File: src/rtl/collision_pkg.sv
// Shared types and helpers for the collision sequencer: segment layout,
// sequencer states, counter width and saturating/degenerate-segment helpers.
package collision_pkg;

    localparam int COORD_W   = 8;
    localparam int LINE_ID_W = 8;
    localparam int CNT_W     = 16;

    typedef struct packed {
        logic [COORD_W-1:0] x1;
        logic [COORD_W-1:0] y1;
        logic [COORD_W-1:0] z1;
        logic [COORD_W-1:0] x2;
        logic [COORD_W-1:0] y2;
        logic [COORD_W-1:0] z2;
    } seg_t;

    localparam int SEG_W   = $bits(seg_t);
    localparam int ENTRY_W = SEG_W + 1;

    typedef enum logic [1:0] {
        IDLE  = 2'd0,
        RUN   = 2'd1,
        DRAIN = 2'd2,
        DONE  = 2'd3
    } seq_state_e;

    // Increment that sticks at all-ones instead of wrapping.
    function automatic logic [CNT_W-1:0] sat_inc(input logic [CNT_W-1:0] v);
        if (v == {CNT_W{1'b1}}) begin
            return v;
        end else begin
            return v + {{(CNT_W-1){1'b0}}, 1'b1};
        end
    endfunction

    // A segment whose endpoints coincide has zero length.
    function automatic logic is_degenerate(input seg_t s);
        return (s.x1 == s.x2) && (s.y1 == s.y2) && (s.z1 == s.z2);
    endfunction

endpackage

File: src/rtl/collision_sequencer_seg_fifo.sv
// Synchronous FIFO holding {last, segment} entries between the G-code parser
// and the issue logic. Show-ahead read: pop_data is the current head entry.
module seg_fifo #(
    parameter int WIDTH = 49,
    parameter int DEPTH = 8
) (
    input  logic             clk,
    input  logic             reset,
    input  logic             push,
    input  logic [WIDTH-1:0] push_data,
    input  logic             pop,
    output logic [WIDTH-1:0] pop_data,
    output logic             empty,
    output logic             full
);

    localparam int AW = $clog2(DEPTH);
    localparam logic [AW-1:0] PTR_ONE   = AW'(1);
    localparam logic [AW:0]   CNT_ONE   = (AW + 1)'(1);
    localparam logic [AW:0]   CNT_FULL  = (AW + 1)'(DEPTH);

    logic [WIDTH-1:0] mem_r [DEPTH];
    logic [AW-1:0]    wr_ptr_r;
    logic [AW-1:0]    rd_ptr_r;
    logic [AW:0]      count_r;
    logic             push_ok_s;
    logic             pop_ok_s;

    assign empty     = (count_r == '0);
    assign full      = (count_r == CNT_FULL);
    assign push_ok_s = push && !full;
    assign pop_ok_s  = pop && !empty;
    assign pop_data  = mem_r[rd_ptr_r];

    // Pointer and occupancy bookkeeping; reset flushes the queue.
    always_ff @(posedge clk) begin
        if (reset) begin
            wr_ptr_r <= '0;
            rd_ptr_r <= '0;
            count_r  <= '0;
        end else begin
            if (push_ok_s) begin
                wr_ptr_r <= wr_ptr_r + PTR_ONE;
            end
            if (pop_ok_s) begin
                rd_ptr_r <= rd_ptr_r + PTR_ONE;
            end
            case ({push_ok_s, pop_ok_s})
                2'b10:   count_r <= count_r + CNT_ONE;
                2'b01:   count_r <= count_r - CNT_ONE;
                default: count_r <= count_r;
            endcase
        end
    end

    // Storage array, written on accepted pushes only.
    always_ff @(posedge clk) begin
        if (push_ok_s) begin
            mem_r[wr_ptr_r] <= push_data;
        end
    end

endmodule

File: src/rtl/collision_sequencer.sv
// Paces buffered G-code segments into the CollisionDetect engine, forwards hits
// and reports job completion. Option macro: SEQ_DEGENERATE_DROP_EN.
module collision_sequencer
    import collision_pkg::*;
#(
    parameter int FIFO_DEPTH   = 8,
    parameter int ISSUE_GAP    = 2,
    parameter int DRAIN_CYCLES = 16
) (
    input  logic                 clk,
    input  logic                 reset,
    input  logic                 seg_val,
    output logic                 seg_rdy,
    input  logic                 seg_last,
    input  logic [SEG_W-1:0]     seg_data,
    output logic                 cd_in_val,
    output logic [SEG_W-1:0]     cd_seg,
    input  logic                 cd_out_val,
    input  logic [LINE_ID_W-1:0] cd_line_id,
    output logic                 hit_val,
    output logic [LINE_ID_W-1:0] hit_line_id,
    output logic                 busy,
    output logic                 done,
    output logic [CNT_W-1:0]     seg_count,
    output logic [CNT_W-1:0]     hit_count
);

    localparam int GAP_W = $clog2(ISSUE_GAP + 1);
    localparam int DRN_W = $clog2(DRAIN_CYCLES + 1);
    localparam logic [GAP_W-1:0] GAP_LOAD   = GAP_W'(ISSUE_GAP - 1);
    localparam logic [GAP_W-1:0] GAP_ONE    = GAP_W'(1);
    localparam logic [DRN_W-1:0] DRAIN_LAST = DRN_W'(DRAIN_CYCLES - 1);
    localparam logic [DRN_W-1:0] DRN_ONE    = DRN_W'(1);

    seq_state_e           state_r;
    seq_state_e           next_state_s;
    logic                 clear_cnt_s;
    logic [GAP_W-1:0]     gap_r;
    logic [DRN_W-1:0]     drain_cnt_r;

    logic                 fifo_full_s;
    logic                 fifo_empty_s;
    logic                 push_acc_s;
    logic                 fifo_pop_s;
    logic [ENTRY_W-1:0]   pop_entry_s;
    seg_t                 pop_seg_s;
    logic                 pop_last_s;
    logic                 drop_s;
    logic                 issue_s;

    logic                 cd_in_val_r;
    seg_t                 cd_seg_r;
    logic                 hit_val_r;
    logic [LINE_ID_W-1:0] hit_line_id_r;
    logic                 busy_r;
    logic                 done_r;
    logic [CNT_W-1:0]     seg_count_r;
    logic [CNT_W-1:0]     hit_count_r;

    seg_fifo #(
        .WIDTH (ENTRY_W),
        .DEPTH (FIFO_DEPTH)
    ) u_fifo (
        .clk       (clk),
        .reset     (reset),
        .push      (seg_val),
        .push_data ({seg_last, seg_data}),
        .pop       (fifo_pop_s),
        .pop_data  (pop_entry_s),
        .empty     (fifo_empty_s),
        .full      (fifo_full_s)
    );

    assign seg_rdy    = !fifo_full_s;
    assign push_acc_s = seg_val && !fifo_full_s;
    assign fifo_pop_s = (state_r == RUN) && !fifo_empty_s && (gap_r == '0);
    assign pop_seg_s  = pop_entry_s[SEG_W-1:0];
    assign pop_last_s = pop_entry_s[SEG_W];

`ifdef SEQ_DEGENERATE_DROP_EN
    assign drop_s = is_degenerate(pop_seg_s);
`else
    assign drop_s = 1'b0;
`endif

    // A dropped segment still leaves the FIFO but never reaches the engine.
    assign issue_s = fifo_pop_s && !drop_s;

    // State register.
    always_ff @(posedge clk) begin
        if (reset) begin
            state_r <= IDLE;
        end else begin
            state_r <= next_state_s;
        end
    end

    // Next-state logic; a new job starts as soon as anything is queued.
    always_comb begin
        next_state_s = state_r;
        clear_cnt_s  = 1'b0;
        case (state_r)
            IDLE: begin
                if (push_acc_s || !fifo_empty_s) begin
                    next_state_s = RUN;
                    clear_cnt_s  = 1'b1;
                end else begin
                    next_state_s = IDLE;
                end
            end
            RUN: begin
                if (fifo_pop_s && pop_last_s) begin
                    next_state_s = DRAIN;
                end else begin
                    next_state_s = RUN;
                end
            end
            DRAIN: begin
                if (drain_cnt_r == DRAIN_LAST) begin
                    next_state_s = DONE;
                end else begin
                    next_state_s = DRAIN;
                end
            end
            DONE:    next_state_s = IDLE;
            default: next_state_s = IDLE;
        endcase
    end

    // Issue pacing and drain timing.
    always_ff @(posedge clk) begin
        if (reset) begin
            gap_r       <= '0;
            drain_cnt_r <= '0;
        end else begin
            if (issue_s) begin
                gap_r <= GAP_LOAD;
            end else if (gap_r != '0) begin
                gap_r <= gap_r - GAP_ONE;
            end
            if (state_r == DRAIN) begin
                drain_cnt_r <= drain_cnt_r + DRN_ONE;
            end else begin
                drain_cnt_r <= '0;
            end
        end
    end

    // Engine-facing strobe/segment and forwarded hit results.
    always_ff @(posedge clk) begin
        if (reset) begin
            cd_in_val_r   <= 1'b0;
            cd_seg_r      <= '0;
            hit_val_r     <= 1'b0;
            hit_line_id_r <= '0;
        end else begin
            cd_in_val_r   <= issue_s;
            hit_val_r     <= cd_out_val;
            hit_line_id_r <= cd_line_id;
            if (issue_s) begin
                cd_seg_r <= pop_seg_s;
            end
        end
    end

    // Job status and per-job counters; a hit on the clearing edge counts as the first.
    always_ff @(posedge clk) begin
        if (reset) begin
            busy_r      <= 1'b0;
            done_r      <= 1'b0;
            seg_count_r <= '0;
            hit_count_r <= '0;
        end else begin
            busy_r <= (next_state_s == RUN) || (next_state_s == DRAIN);
            done_r <= (state_r == DRAIN) && (next_state_s == DONE);
            if (clear_cnt_s) begin
                seg_count_r <= '0;
                hit_count_r <= {{(CNT_W-1){1'b0}}, cd_out_val};
            end else begin
                if (issue_s) begin
                    seg_count_r <= sat_inc(seg_count_r);
                end
                if (cd_out_val) begin
                    hit_count_r <= sat_inc(hit_count_r);
                end
            end
        end
    end

    assign cd_in_val   = cd_in_val_r;
    assign cd_seg      = cd_seg_r;
    assign hit_val     = hit_val_r;
    assign hit_line_id = hit_line_id_r;
    assign busy        = busy_r;
    assign done        = done_r;
    assign seg_count   = seg_count_r;
    assign hit_count   = hit_count_r;

endmodule

File: config.mk
export PLATFORM = sky130hd
export DESIGN_NAME = collision_sequencer
export DESIGN_NICKNAME = d
export VERILOG_FILES = /design/src/rtl/collision_pkg.sv /design/src/rtl/collision_sequencer_seg_fifo.sv /design/src/rtl/collision_sequencer.sv
export SDC_FILE = /design/constraint.sdc
export NUM_CORES = 1
export LEC_CHECK = 0
export CORE_MARGIN = 5
export CORE_UTILIZATION = 63
export DETAILED_ROUTE_END_ITERATION = 6
export DONT_BUFFER_PORTS = 1
export PLACE_DENSITY = 0.79
export SETUP_SLACK_MARGIN = 0.3
export SLEW_MARGIN = 5
export SYNTH_ARGS = -nofsm -noshare
export SYNTH_HDL_FRONTEND = slang
export SYNTH_SLANG_ARGS = --single-unit
File: constraint.sdc
create_clock -name clk -period 5.5 [get_ports clk]
set_input_delay 0.275 -clock clk [delete_from_list [all_inputs] [get_ports clk]]
set_output_delay 0.275 -clock clk [all_outputs]
set_load 0.005 [all_outputs]
==> key figures, run 1 <==
Floorplanning
  – X dimension of the die: 185 um
  – Count of pins on the block boundary: 154
  – Number of rows in the core area: 64
  – Die Area: 34,200 um2
  – Die height: 185 um
  – Core ar.: 30,400 um2
  – Starting utilization of the core area: 63.3%

Clocking
  – Clock Tree Buf Depth: 3
  – Clock-pin slew of the registers on the worst-case setup and hold paths: 0.06 ns
  – Worst-Skew Late Latency: 0.55 ns
  – CTS root buffer: clkbuf_16
  – H-tree depth reported by CTS: 2
  – CTS tree: done
  – Sinks on the clock net: 506
  – Total clock buffers created by CTS: 48

Synth
  – Prevailing post-synth register cell: edfxtp_1
  – Area fraction of the dominant cell type after synthesis: 61.1%
  – Number of enable flip-flop cells after synthesis: 392
  – Number of distinct library cell variants in the gate-level netlist after synthesis: 43
  – Synthesized-area fraction occupied by adder cells: 0.714%
  – Post-synthesis area per instance: 17.9 um2
  – Largest family of logic cells by synthesized area: multiplexers
  – Compound-cell area share of the yosys netlist: 3.99%
  – Ys async rst share: 0%
  – Summed instance area of the synthesized netlist: 19,300 um2
  – Cell count after synthesis: 1,077
  – Most common cell in the netlist: edfxtp_1
  – Leading area contributor after synthesis: edfxtp_1
  – Post-synthesis net count: 1,149
  – Simple-gate area share of the yosys netlist: 5.78%
  – Share of the yosys chip area belonging to registers: 72.9%
  – Synth top area cells: edfxtp_1 (61%), dfxtp_1 (12%), mux4_2 (11%)
  – Synthesis Warnings: 0
  – Ranking of synthesized cells by instance count: edfxtp_1 (392), dfxtp_1 (114), mux4_2 (98)
  – Multiplexer fraction of the synthesized cell area: 14.4%
  – Xor and xnor fraction of the mapped netlist area: 0.409%
  – Flip-flop and latch count after synthesis: 506

Placement
  – Final estimated routing congestion in global placement: 0.824
  – Post-Place Setup Slack: 1.57 ns
  – Area post-placement: 19,700 um2
  – Buffers added on ports: 0
  – Post-DP HPWL: 20.5 mm

Detailed routing
  – Met3 WL post-DR: 3.30 mm
  – Via density: 6.39
  – Routed wl met2: 19.5 mm
  – Starting DRC count in detailed routing: 628
  – Total wire length after detailed routing: 38.7 mm
  – Initial DRT Pass Iterations: 5
  – Post-detailed-route count of antenna-violating nets: 0
  – Met1 wire length: 15.2 mm
  – Vias after detailed routing: 10,100
  – Routed wire length per instance: 24.5 um
  – Top Layer Used: met5
  – DRC Markers: 0

STA
  – Portion of the clock cycle consumed by the worst path in the final layout: 72.3%
  – Final setup violation count: 0
  – Final-report max-slew violation count: 0
  – Post-Route Setup TNS: 0 ns
  – Highest clock frequency the design can meet: 0.251 GHz
  – Worst max-slew margin expressed relative to the limit: 21.5%
  – Final setup slack of the worst path: 1.52 ns
  – RSZ-0062 raised after global routing: false
  – Time the final worst path needs with I/O delays and setup: 3.98 ns
  – Worst-case clock skew: 0.0120 ns
  – Final number of hold-violating endpoints: 0
  – Slew at the pin closest to its max-slew limit: 1.18 ns

Worst hold path
  – Startpoint of the tightest hold check path: seg_val
  – Classification of the worst-slack hold path: primary input to register

Power and ir drop
  – P_sw: 2.32 mW
  – Proportion of power drawn by the clock network: 34.6%
  – Cell leakage power: 6.70 nW
  – PwrDens: 421 nW/um2
  – Sequential share of power: 50.3%
  – Largest vdd supply drop: 0.303 mV
  – Proportion of power drawn by combinational gates: 15.1%
  – Internal power component: 6.87 mW
  – Switch share: 25.3%

Setup path
  – Start point of the critical path: gap_r[0]
  – Maximum fanout encountered on the critical timing path: 101
  – CP arrival: 4.45 ns
  – Startpoint class of the critical path: register
  – Launch point of the worst reg-to-reg path: gap_r[0]
  – Capturing element type of the critical path: register
  – Crit Path Category: register to register
  – Data required time at the worst endpoint: 5.97 ns

Global route
  – Leftover overflow at the end of global routing: 0
  – Initial antenna violation count: 3
  – Maximum number of pins on one net before global-route repair: 102
  – Number of global-route vias before repair: 10,300
  – GRT Resource Usage Total: 22.8%
  – First-pass GRT wire length: 59.6 mm

Layout
  – Area grow syn2layout: 13.3%
  – Layout filler cell count: 1,775
  – Share of post-route cells with drive strength above 1: 17.7%
  – Final nets: 1,215
  – Total non-filler cell area in the finished layout: 21,800 um2
  – Register Area: 14,100 um2
  – Combined area of the multi-input logic cells: 4930 um2

Outcome
  – Status: complete, no violations

Job
  – Number of maximum-capacitance violations: 0
metal layers:
| metal | GRT usage, % | vias up |
|---|---|---|
| met5 | 0 | - |
| met4 | 5.84 | 4 |
| met3 | 6.21 | 61 |
| met1 | 30.1 | 5191 |
| met2 | 38.2 | 369 |
| li1 | - | 4474 |
cell type report:
class	instances	share of cell area, %
inverters	10	0.178
well taps	396	2.27
flip-flops and latches	506	64.4
repair buffers	78	3.53
clock buffers	73	6.44
clock inverters	17	0.601
multi-input cells	499	22.6
diodes	1	0.0115
power groups by stage:
stage / clock network (mW) / registers (mW) / logic [mW]
3_3_place_gp: 0 / 4.69 / 1.27
5_1_grt: 3.41 / 4.66 / 1.55
2_1_floorplan: 0 / 4.60 / 1.15
3_5_place_dp: 0 / 4.71 / 1.31
4_1_cts: 3.23 / 4.63 / 1.41
6_report: 3.18 / 4.62 / 1.39
cells by family after synthesis:
kind of cell    after synthesis
compound gates              115
buf+inv                      72
fa+ha+maj                    11
xor+xnor                      9
flops                       506
simple gates                209
mux                         155
state kept, by name, summed over array words and instances (netlist names), named ones only:
register and cells:
seg_count 16, hit_line_id 8, gap_r 2, done 1, u_fifo.mem_r 392, u_fifo.wr_ptr_r 3, cd_seg 48, busy 1
state_r 2, u_fifo.rd_ptr_r 3, hit_count 16, drain_cnt_r 5, hit_val 1, cd_in_val 1, u_fifo.count_r 4
through the flow:
stage / total power [mW] / instances / utilization (%) / hold WS (ns)
2_1_floorplan: 5.75 / 1077 / - / 0.357
3_5_place_dp: 6.02 / 1427 / 64.6 / 0.362
3_3_place_gp: 5.96 / 1427 / 64.6 / 0.359
5_1_grt: 9.61 / 1580 / 71.8 / 0.0255
4_1_cts: 9.27 / 1579 / 71.8 / 0.00102
6_report: 9.19 / 1580 / 71.8 / 0.0216
layout by cell type, fill, tap and decap left out, drive strengths merged, types with 3 or more instances in the layout:
cell         count
clkbuf          73
nor2            79
nand3b           7
edfxtp         392
clkinv          11
or2              4
nand4           14
a211oi          49
nor4             6
o41ai            3
mux2i           56
nand2b           4
or4b             3
ha              11
dlygate4sd3     61
or3              9
dfxtp          114
and3             5
xor2             6
nand2           15
o21ai           13
nor3b            3
or3b             4
nor2b           12
buf             17
nor3             5
mux4            98
xnor2            3
nand3           18
or4             16
clkinvlp         3
inv             12
a21oi           30
o31ai           16
worst paths after layout:
kind,end,cells past startpoint,slack (ns)
setup reg to reg,u_fifo.count_r[2],13,1.52
setup / recovery,u_fifo.count_r[2],13,1.52
hold / removal,state_r[0],2,0.02
hold reg to reg,drain_cnt_r[0],1,0.45
repair_timing:
item / 4_1_cts / 5_1_grt
hold buffers: 62 / 0
gates resized for setup: 0 / 0
setup endpoints to repair: 0 / 0
hold endpoints to repair: 476 / 0
buffers inserted: 0 / 0
worst max-delay path, cell delays in order (launching register included):
cell and delay (ns):
dfxtp_1 0.30, inv_1 0.08, ha_1 0.23, and3b_1 0.28, nand2_1 0.53, clkinv_2 0.14, buf_4 0.88, ha_1 0.41
xor2_1 0.17, ha_1 0.16, a21oi_1 0.05, xor2_1 0.17, or3_1 0.32, a21oi_1 0.15
(Power assumes the default switching activity.)
==> run 2, diff against run 1 <==
--- a/config.mk
+++ b/config.mk
@@ -6,10 +6,10 @@
 export NUM_CORES = 1
 export LEC_CHECK = 0
 export CORE_MARGIN = 5
-export CORE_UTILIZATION = 63
+export CORE_UTILIZATION = 57
 export DETAILED_ROUTE_END_ITERATION = 6
 export DONT_BUFFER_PORTS = 1
-export PLACE_DENSITY = 0.79
+export PLACE_DENSITY = 0.75
 export SETUP_SLACK_MARGIN = 0.3
 export SLEW_MARGIN = 5
 export SYNTH_ARGS = -nofsm -noshare
==> constraint.sdc (replaced) <==
create_clock -name clk -period 3.5 [get_ports clk]
set_input_delay 0.175 -clock clk [delete_from_list [all_inputs] [get_ports clk]]
set_output_delay 0.175 -clock clk [all_outputs]
set_load 0.005 [all_outputs]
==> key figures, run 2 (synthesized netlist as in run 1, its figures left out) <==
Global route
  – GRT Resource Usage Total: 20.0% (-2.8 points)
  – Number of global-route vias before repair: 10,300 (-0.59%)
  – Leftover overflow at the end of global routing: 0 (unchanged)
  – First-pass GRT wire length: 59.7 mm (+0.21%)
  – Initial antenna violation count: 4 (+1)
  – Maximum number of pins on one net before global-route repair: 100 (-2.0%)

Placement
  – Post-DP HPWL: 21.2 mm (+3.4%)
  – Post-Place Setup Slack: 0.806 ns (-0.764 ns)
  – Final estimated routing congestion in global placement: 0.748 (-9.2%)
  – Buffers added on ports: 0 (unchanged)
  – Number of instances in the placed design: 1,485 (+4.1%)

Setup path
  – Launch point of the worst reg-to-reg path: u_fifo.count_r[1]
  – Critical register-to-register path endpoint: u_fifo.mem_r[2][15]
  – CP arrival: 2.90 ns (-1.55 ns)
  – Flop2flop setup slack: 0.79 ns (-0.73 ns)
  – Capturing element type of the critical path: register
  – Data required time at the worst endpoint: 3.69 ns (-2.28 ns)
  – Startpoint class of the critical path: register
  – Crit Path Category: register to register
  – R2R depth: 5 (-8)
  – Maximum fanout encountered on the critical timing path: 35 (-65%)

STA
  – Worst-case clock skew: 0.0167 ns (+0.00468 ns)
  – Time the final worst path needs with I/O delays and setup: 2.71 ns (-1.27 ns)
  – Slew at the pin closest to its max-slew limit: 1.10 ns (-0.0817 ns)
  – Worst-case hold slack: -0.00281 ns (-0.0244 ns)
  – Final setup violation count: 0 (unchanged)
  – Final setup slack of the worst path: 0.791 ns (-0.731 ns)
  – Post-Route Setup TNS: 0 ns (unchanged)
  – Worst max-slew margin expressed relative to the limit: 26.9% (+5.4 points)
  – Final number of hold-violating endpoints: 3 (+3)
  – RSZ-0062 raised after global routing: false
  – Highest clock frequency the design can meet: 0.369 GHz (+47%)
  – Final-report max-slew violation count: 0 (unchanged)
  – Portion of the clock cycle consumed by the worst path in the final layout: 77.4% (+5.1 points)

Layout
  – Final non-filler cell total: 1,640 (+3.8%)
  – Final nets: 1,220 (+0.41%)
  – Largest reg by FF count: u_fifo.mem_r
  – Area grow syn2layout: 14.8%
  – Flip-flop count of the largest register, all copies and words added: 392 (unchanged)
  – Most common library cell in the layout ignoring fill and taps: edfxtp_1
  – Commonest cells after routing, fill and taps aside: edfxtp_1 (392), dfxtp_1 (111), mux4_2 (98)
  – Share of post-route cells with drive strength above 1: 18.6% (+0.94 points)
  – Layout filler cell count: 2,159 (+22%)

Detailed routing
  – Post-detailed-route count of antenna-violating nets: 0 (unchanged)
  – Total wire length after detailed routing: 37.6 mm (-3.0%)
  – Vias after detailed routing: 9,964 (-1.3%)
  – Routed wire length per instance: 22.9 um (-6.6%)
  – Starting DRC count in detailed routing: 625 (-0.48%)
  – Initial DRT Pass Iterations: 5 (unchanged)
  – DRC Markers: 0 (unchanged)
  – Via density: 6.08 (-4.9%)

Clocking
  – Clock-pin slew of the registers on the worst-case setup and hold paths: 0.07 ns (about the same)
  – Sinks on the clock net: 506 (unchanged)
  – Clock Tree Buf Depth: 3 (unchanged)
  – CTS tree: done
  – CTS root buffer: clkbuf_16
  – H-tree depth reported by CTS: 2 (unchanged)
  – Worst-Skew Late Latency: 0.57 ns (+0.02 ns)
  – CTS resizes: 0 (unchanged)
  – Total clock buffers created by CTS: 49 (+2.1%)

Worst hold path
  – Hold-critical path endpoint: hit_line_id[2]
  – Classification of the worst-slack hold path: primary input to register
  – Startpoint of the tightest hold check path: reset
  – Hold depth: 2 (unchanged)

Power and ir drop
  – PwrDens: 673 nW/um2 (+60%)
  – Sequential share of power: 48.7% (-1.6 points)
  – Internal power component: 11.2 mW (+63%)
  – Switch share: 25.0% (-0.27 points)
  – Proportion of power drawn by combinational gates: 14.7% (-0.4 points)
  – Cell leakage power: 6.79 nW (+1.4%)
  – Proportion of power drawn by the clock network: 36.6% (+2.0 points)
  – Largest vdd supply drop: 0.498 mV (+64%)
  – P_sw: 3.72 mW (+60%)

Floorplanning
  – Starting utilization of the core area: 57.6% (-5.7 points)
  – Number of rows in the core area: 67 (+4.7%)
  – Die height: 194 um (+4.9%)
  – X dimension of the die: 194 um (+4.9%)
  – Core ar.: 33,400 um2 (+9.9%)
  – Count of pins on the block boundary: 154 (unchanged)
  – Die Area: 37,600 um2 (+9.9%)

Job
  – Number of maximum-capacitance violations: 0 (unchanged)

Outcome
  – Violated checks: hold timing
  – Status: finished, violations left
## run 2: cell types whose count changed in the layout (fill, tap and decap cells not counted), sizes merged
cell         previous run  this run
bufinv                  1         6
clkinvlp                3         4
clkinv                 11        19
clkbuf                 73        61
diode                   1         4
buf                    17        23
dlygate4sd3            61        59
inv                    12        11
## run 2: layer usage
metal	track usage, %	vias up	wire, um	part of all wire (%)
met2	34.2	279	19100	51
li1	-	4484	-	-
met1	26.8	5156	15700	42
met3	4.74	43	2350	6.2
met4	3.75	2	499	1.3
met5	0	-	13	0.035
## run 2: worst max-delay path: stages, from the launching register on
cell,delay (ns)
dfxtp_1,0.45
or4b_2,0.27
nand2_1,0.16
or2_2,0.43
nor2_4,0.43
buf_4,0.59
## run 2: cell type report
cell class	instances	area, um2	share of cell area [%]
Multi-Input combinational cell	499	4950	22.4
Antenna cell	4	10.0	0.0452
Timing Repair Buffer	82	808	3.65
Sequential cell	506	14100	63.6
Clock buffer	61	1350	6.12
Inverter	10	38.8	0.175
Tap cell	448	561	2.53
Clock inverter	30	339	1.53
## run 2: worst max path at each step
stage | from | to | slack [ns] | cells past startpoint
finish | u_fifo.count_r[1] | u_fifo.mem_r[2][15] | 0.79 | 5
global route | u_fifo.count_r[0] | u_fifo.count_r[2] | 0.63 | 9
CTS | u_fifo.count_r[1] | u_fifo.mem_r[2][23] | 0.77 | 5
detailed placement | u_fifo.count_r[1] | u_fifo.mem_r[2][37] | 0.81 | 5
global placement | u_fifo.count_r[1] | u_fifo.mem_r[2][36] | 0.84 | 5
floorplan | u_fifo.count_r[1] | u_fifo.mem_r[2][0] | -0.20 | 6
## run 2: timing repair
action / in CTS / in global routing
hold buffers: 60 / 0
buffers inserted: 0 / 0
endpoints found under the hold margin: 484 / 0
## run 2: stage by stage
step / total power [mW] / cell area, um2 / utilization, %
2_1_floorplan: 9.03 / 19300 / -
3_3_place_gp: 9.42 / 19800 / 59.2
3_5_place_dp: 9.49 / 19800 / 59.2
4_1_cts: 15.0 / 22100 / 66.1
5_1_grt: 15.6 / 22100 / 66.1
6_report: 14.9 / 22100 / 66.1
## run 2: power groups by stage
stage | sequential, mW | combinational (mW) | clock (mW)
floorplan | 7.22 | 1.81 | 0
global placement | 7.38 | 2.04 | 0
detailed placement | 7.40 | 2.09 | 0
CTS | 7.27 | 2.24 | 5.52
global route | 7.32 | 2.44 | 5.83
finish | 7.26 | 2.19 | 5.45
==> run 3, diff against run 2 <==
==> constraint.sdc (replaced) <==
create_clock -name clk -period 2.4 [get_ports clk]
set_input_delay 0.12 -clock clk [delete_from_list [all_inputs] [get_ports clk]]
set_output_delay 0.12 -clock clk [all_outputs]
set_load 0.005 [all_outputs]
==> key figures, run 3 (synthesized netlist as in run 1, its figures left out) <==
Floorplanning
  – X dimension of the die: 194 um (unchanged)
  – Die height: 194 um (unchanged)
  – Starting utilization of the core area: 57.6% (unchanged)
  – Die Area: 37,600 um2 (unchanged)
  – Core ar.: 33,400 um2 (unchanged)
  – Number of rows in the core area: 67 (unchanged)
  – Count of pins on the block boundary: 154 (unchanged)

Setup path
  – CP arrival: 2.76 ns (-0.14 ns)
  – Crit-path leading delay family: simple AND/OR/NAND/NOR gates
  – CP max-delay cell: or4_4
  – Startpoint class of the critical path: register
  – WP buf/inv: 1 (unchanged)
  – Biggest cell delay along the critical path: 0.54 ns (-0.05 ns)
  – Crit Path Category: register to register
  – Maximum fanout encountered on the critical timing path: 5 (-86%)
  – List of cells traversed by the critical path: or4_4 > nand2_4 > clkinv_4 > ha_4 > xor2_1 > ha_2 > a21oi_2 > xor2_1 > or3_1 > a21oi_2
  – Capturing element type of the critical path: register
  – Data required time at the worst endpoint: 2.90 ns (-0.79 ns)

STA
  – Highest clock frequency the design can meet: 0.443 GHz (+20%)
  – Final-report max-slew violation count: 0 (unchanged)
  – Slew at the pin closest to its max-slew limit: 0.800 ns (-0.296 ns)
  – Worst-case hold slack: -0.381 ns (-0.378 ns)
  – Portion of the clock cycle consumed by the worst path in the final layout: 94.1% (+17 points)
  – Final setup violation count: 0 (unchanged)
  – Worst-case clock skew: 0.0144 ns (-0.00233 ns)
  – Final number of hold-violating endpoints: 64 (+61)
  – Time the final worst path needs with I/O delays and setup: 2.26 ns (-0.451 ns)
  – Worst max-slew margin expressed relative to the limit: 46.6% (+20 points)
  – RSZ-0062 raised after global routing: true

Power and ir drop
  – PwrDens: 955 nW/um2 (+42%)
  – Cell leakage power: 6.99 nW (+2.9%)
  – Power, Total: 21.5 mW (+45%)
  – Largest vdd supply drop: 0.679 mV (+36%)

Placement
  – Area post-placement: 20,100 um2 (+1.4%)
  – Buffers added on ports: 0 (unchanged)
  – Final estimated routing congestion in global placement: 0.785 (+4.9%)
  – Number of instances in the placed design: 1,501 (+1.1%)
  – Post-DP HPWL: 21.0 mm (-0.59%)

Clocking
  – Clock-pin slew of the registers on the worst-case setup and hold paths: 0.06 ns (about the same)
  – Worst-Skew Late Latency: 0.57 ns (about the same)
  – Sinks on the clock net: 506 (unchanged)
  – Clock Tree Buf Depth: 3 (unchanged)
  – H-tree depth reported by CTS: 2 (unchanged)
  – CTS root buffer: clkbuf_16
  – Number of buffers inserted by hold repair at cts: 69 (+15%)
  – Total clock buffers created by CTS: 49 (unchanged)
  – CTS tree: done

Layout
  – Share of post-route cells with drive strength above 1: 20.9% (+2.3 points)
  – Final nets: 1,256 (+3.0%)
  – Commonest cells after routing, fill and taps aside: edfxtp_1 (392), dfxtp_1 (108), mux4_2 (98)
  – Util after Layout: 67.4% (+1.3 points)
  – Final non-filler cell total: 1,676 (+2.2%)
  – Layout filler cell count: 2,139 (-0.93%)
  – Largest reg by FF count: u_fifo.mem_r
  – Most common library cell in the layout ignoring fill and taps: edfxtp_1
  – Area grow syn2layout: 17.1%
  – Flip-flop count of the largest register, all copies and words added: 392 (unchanged)
  – Total non-filler cell area in the finished layout: 22,600 um2 (+2.0%)

Global route
  – First-pass GRT wire length: 60.0 mm (+0.52%)
  – GRT Resource Usage Total: 20.3% (+0.35 points)
  – Initial antenna violation count: 3 (-1)
  – Maximum number of pins on one net before global-route repair: 100 (unchanged)
  – Leftover overflow at the end of global routing: 0 (unchanged)
  – Number of global-route vias before repair: 10,000 (-2.6%)

Detailed routing
  – Top Layer Used: met4
  – Vias after detailed routing: 10,100 (+1.7%)
  – Routed wire length per instance: 23.1 um (+0.84%)
  – Met1 wire length: 16.1 mm (+2.7%)
  – DRC Markers: 0 (unchanged)
  – Met3 WL post-DR: 2.92 mm (+25%)
  – Via density: 6.05 (-0.45%)
  – Post-detailed-route count of antenna-violating nets: 0 (unchanged)
  – Initial DRT Pass Iterations: 5 (unchanged)
  – Starting DRC count in detailed routing: 596 (-4.6%)
  – Routed wl met2: 19.1 mm (about the same)
  – Total wire length after detailed routing: 38.7 mm (+3.0%)

Worst hold path
  – Classification of the worst-slack hold path: primary input to register

Outcome
  – Status: finished, violations left
  – Violated checks: hold timing

Job
  – Number of maximum-capacitance violations: 0 (unchanged)
==> run 3: cell count changes in the layout (fill, tap and decap cells not counted), moves of 4 or more <==
cell           change
ha_1               -4
bufinv_16          -5
a21oi_1            -4
clkinv_2           -9
clkbuf_8           +4
clkinvlp_4         -4
buf_12            +13
buf_4              +9
a21oi_2            +4
dlygate4sd3_1     +10
clkbuf_1          +13
==> run 3: worst reg2reg max path, cell delays in order, from the launching register on <==
cell and delay [ns]:
dfxtp_4 0.36, or4_4 0.54, nand2_4 0.10, clkinv_4 0.07, ha_4 0.16, xor2_1 0.14
ha_2 0.19, a21oi_2 0.12, xor2_1 0.08, or3_1 0.32, a21oi_2 0.12
==> run 3: repair_timing <==
action / in CTS / in global routing
resized for setup: 14 / 19
hold endpoints to repair: 492 / 71
endpoints found under the setup margin: 119 / 167
gates cloned: 1 / 1
pin swaps: 7 / 6
setup buffers: 8 / 1
==> run 3: worst paths after layout <==
kind / startpoint / to / slack [ns] / cells after the start
max: u_fifo.count_r[0] / u_fifo.count_r[2] / 0.14 / 10
min: reset / u_fifo.count_r[2] / -0.38 / 1
max reg2reg: u_fifo.count_r[0] / u_fifo.count_r[2] / 0.14 / 10
min reg2reg: drain_cnt_r[0] / drain_cnt_r[0] / 0.45 / 1
==> run 3: where the power goes <==
| part | total (mW) | internal (mW) | switching [mW] | leakage, nW |
|---|---|---|---|---|
| sequential | 10.5 | 10.1 | 0.456 | 4.49 |
| clock | 7.31 | 4.23 | 3.08 | 0.759 |
| combinational | 3.69 | 1.86 | 1.83 | 1.74 |
==> run 3: through the flow <==
step	hold WS [ns]	setup TNS, ns	setup slack [ns]
2_1_floorplan	0.202	-47.89	-0.278
3_3_place_gp	0.201	0	0.136
3_5_place_dp	0.200	0	0.0781
4_1_cts	-0.396	0	0.170
5_1_grt	-0.412	0	0.0690
6_report	-0.381	0	0.143
==> run 3: layout make-up <==
cell class                      count  area [um2]  area share [%]
Clock buffer                       79        1440            6.40
Inverter                           10        42.5           0.189
Multi-Input combinational cell    500        5050            22.4
Clock inverter                     13         113           0.499
Antenna cell                        3        7.51          0.0333
Sequential cell                   506       14100            62.4
Timing Repair Buffer              117        1270            5.62
Tap cell                          448         561            2.48
==> run 3: metal layers <==
metal | vias up | global-route usage (%)
met5 | - | 0
met4 | 0 | 4.77
met3 | 62 | 4.99
met2 | 317 | 33.1
met1 | 5183 | 28.3
li1 | 4575 | -
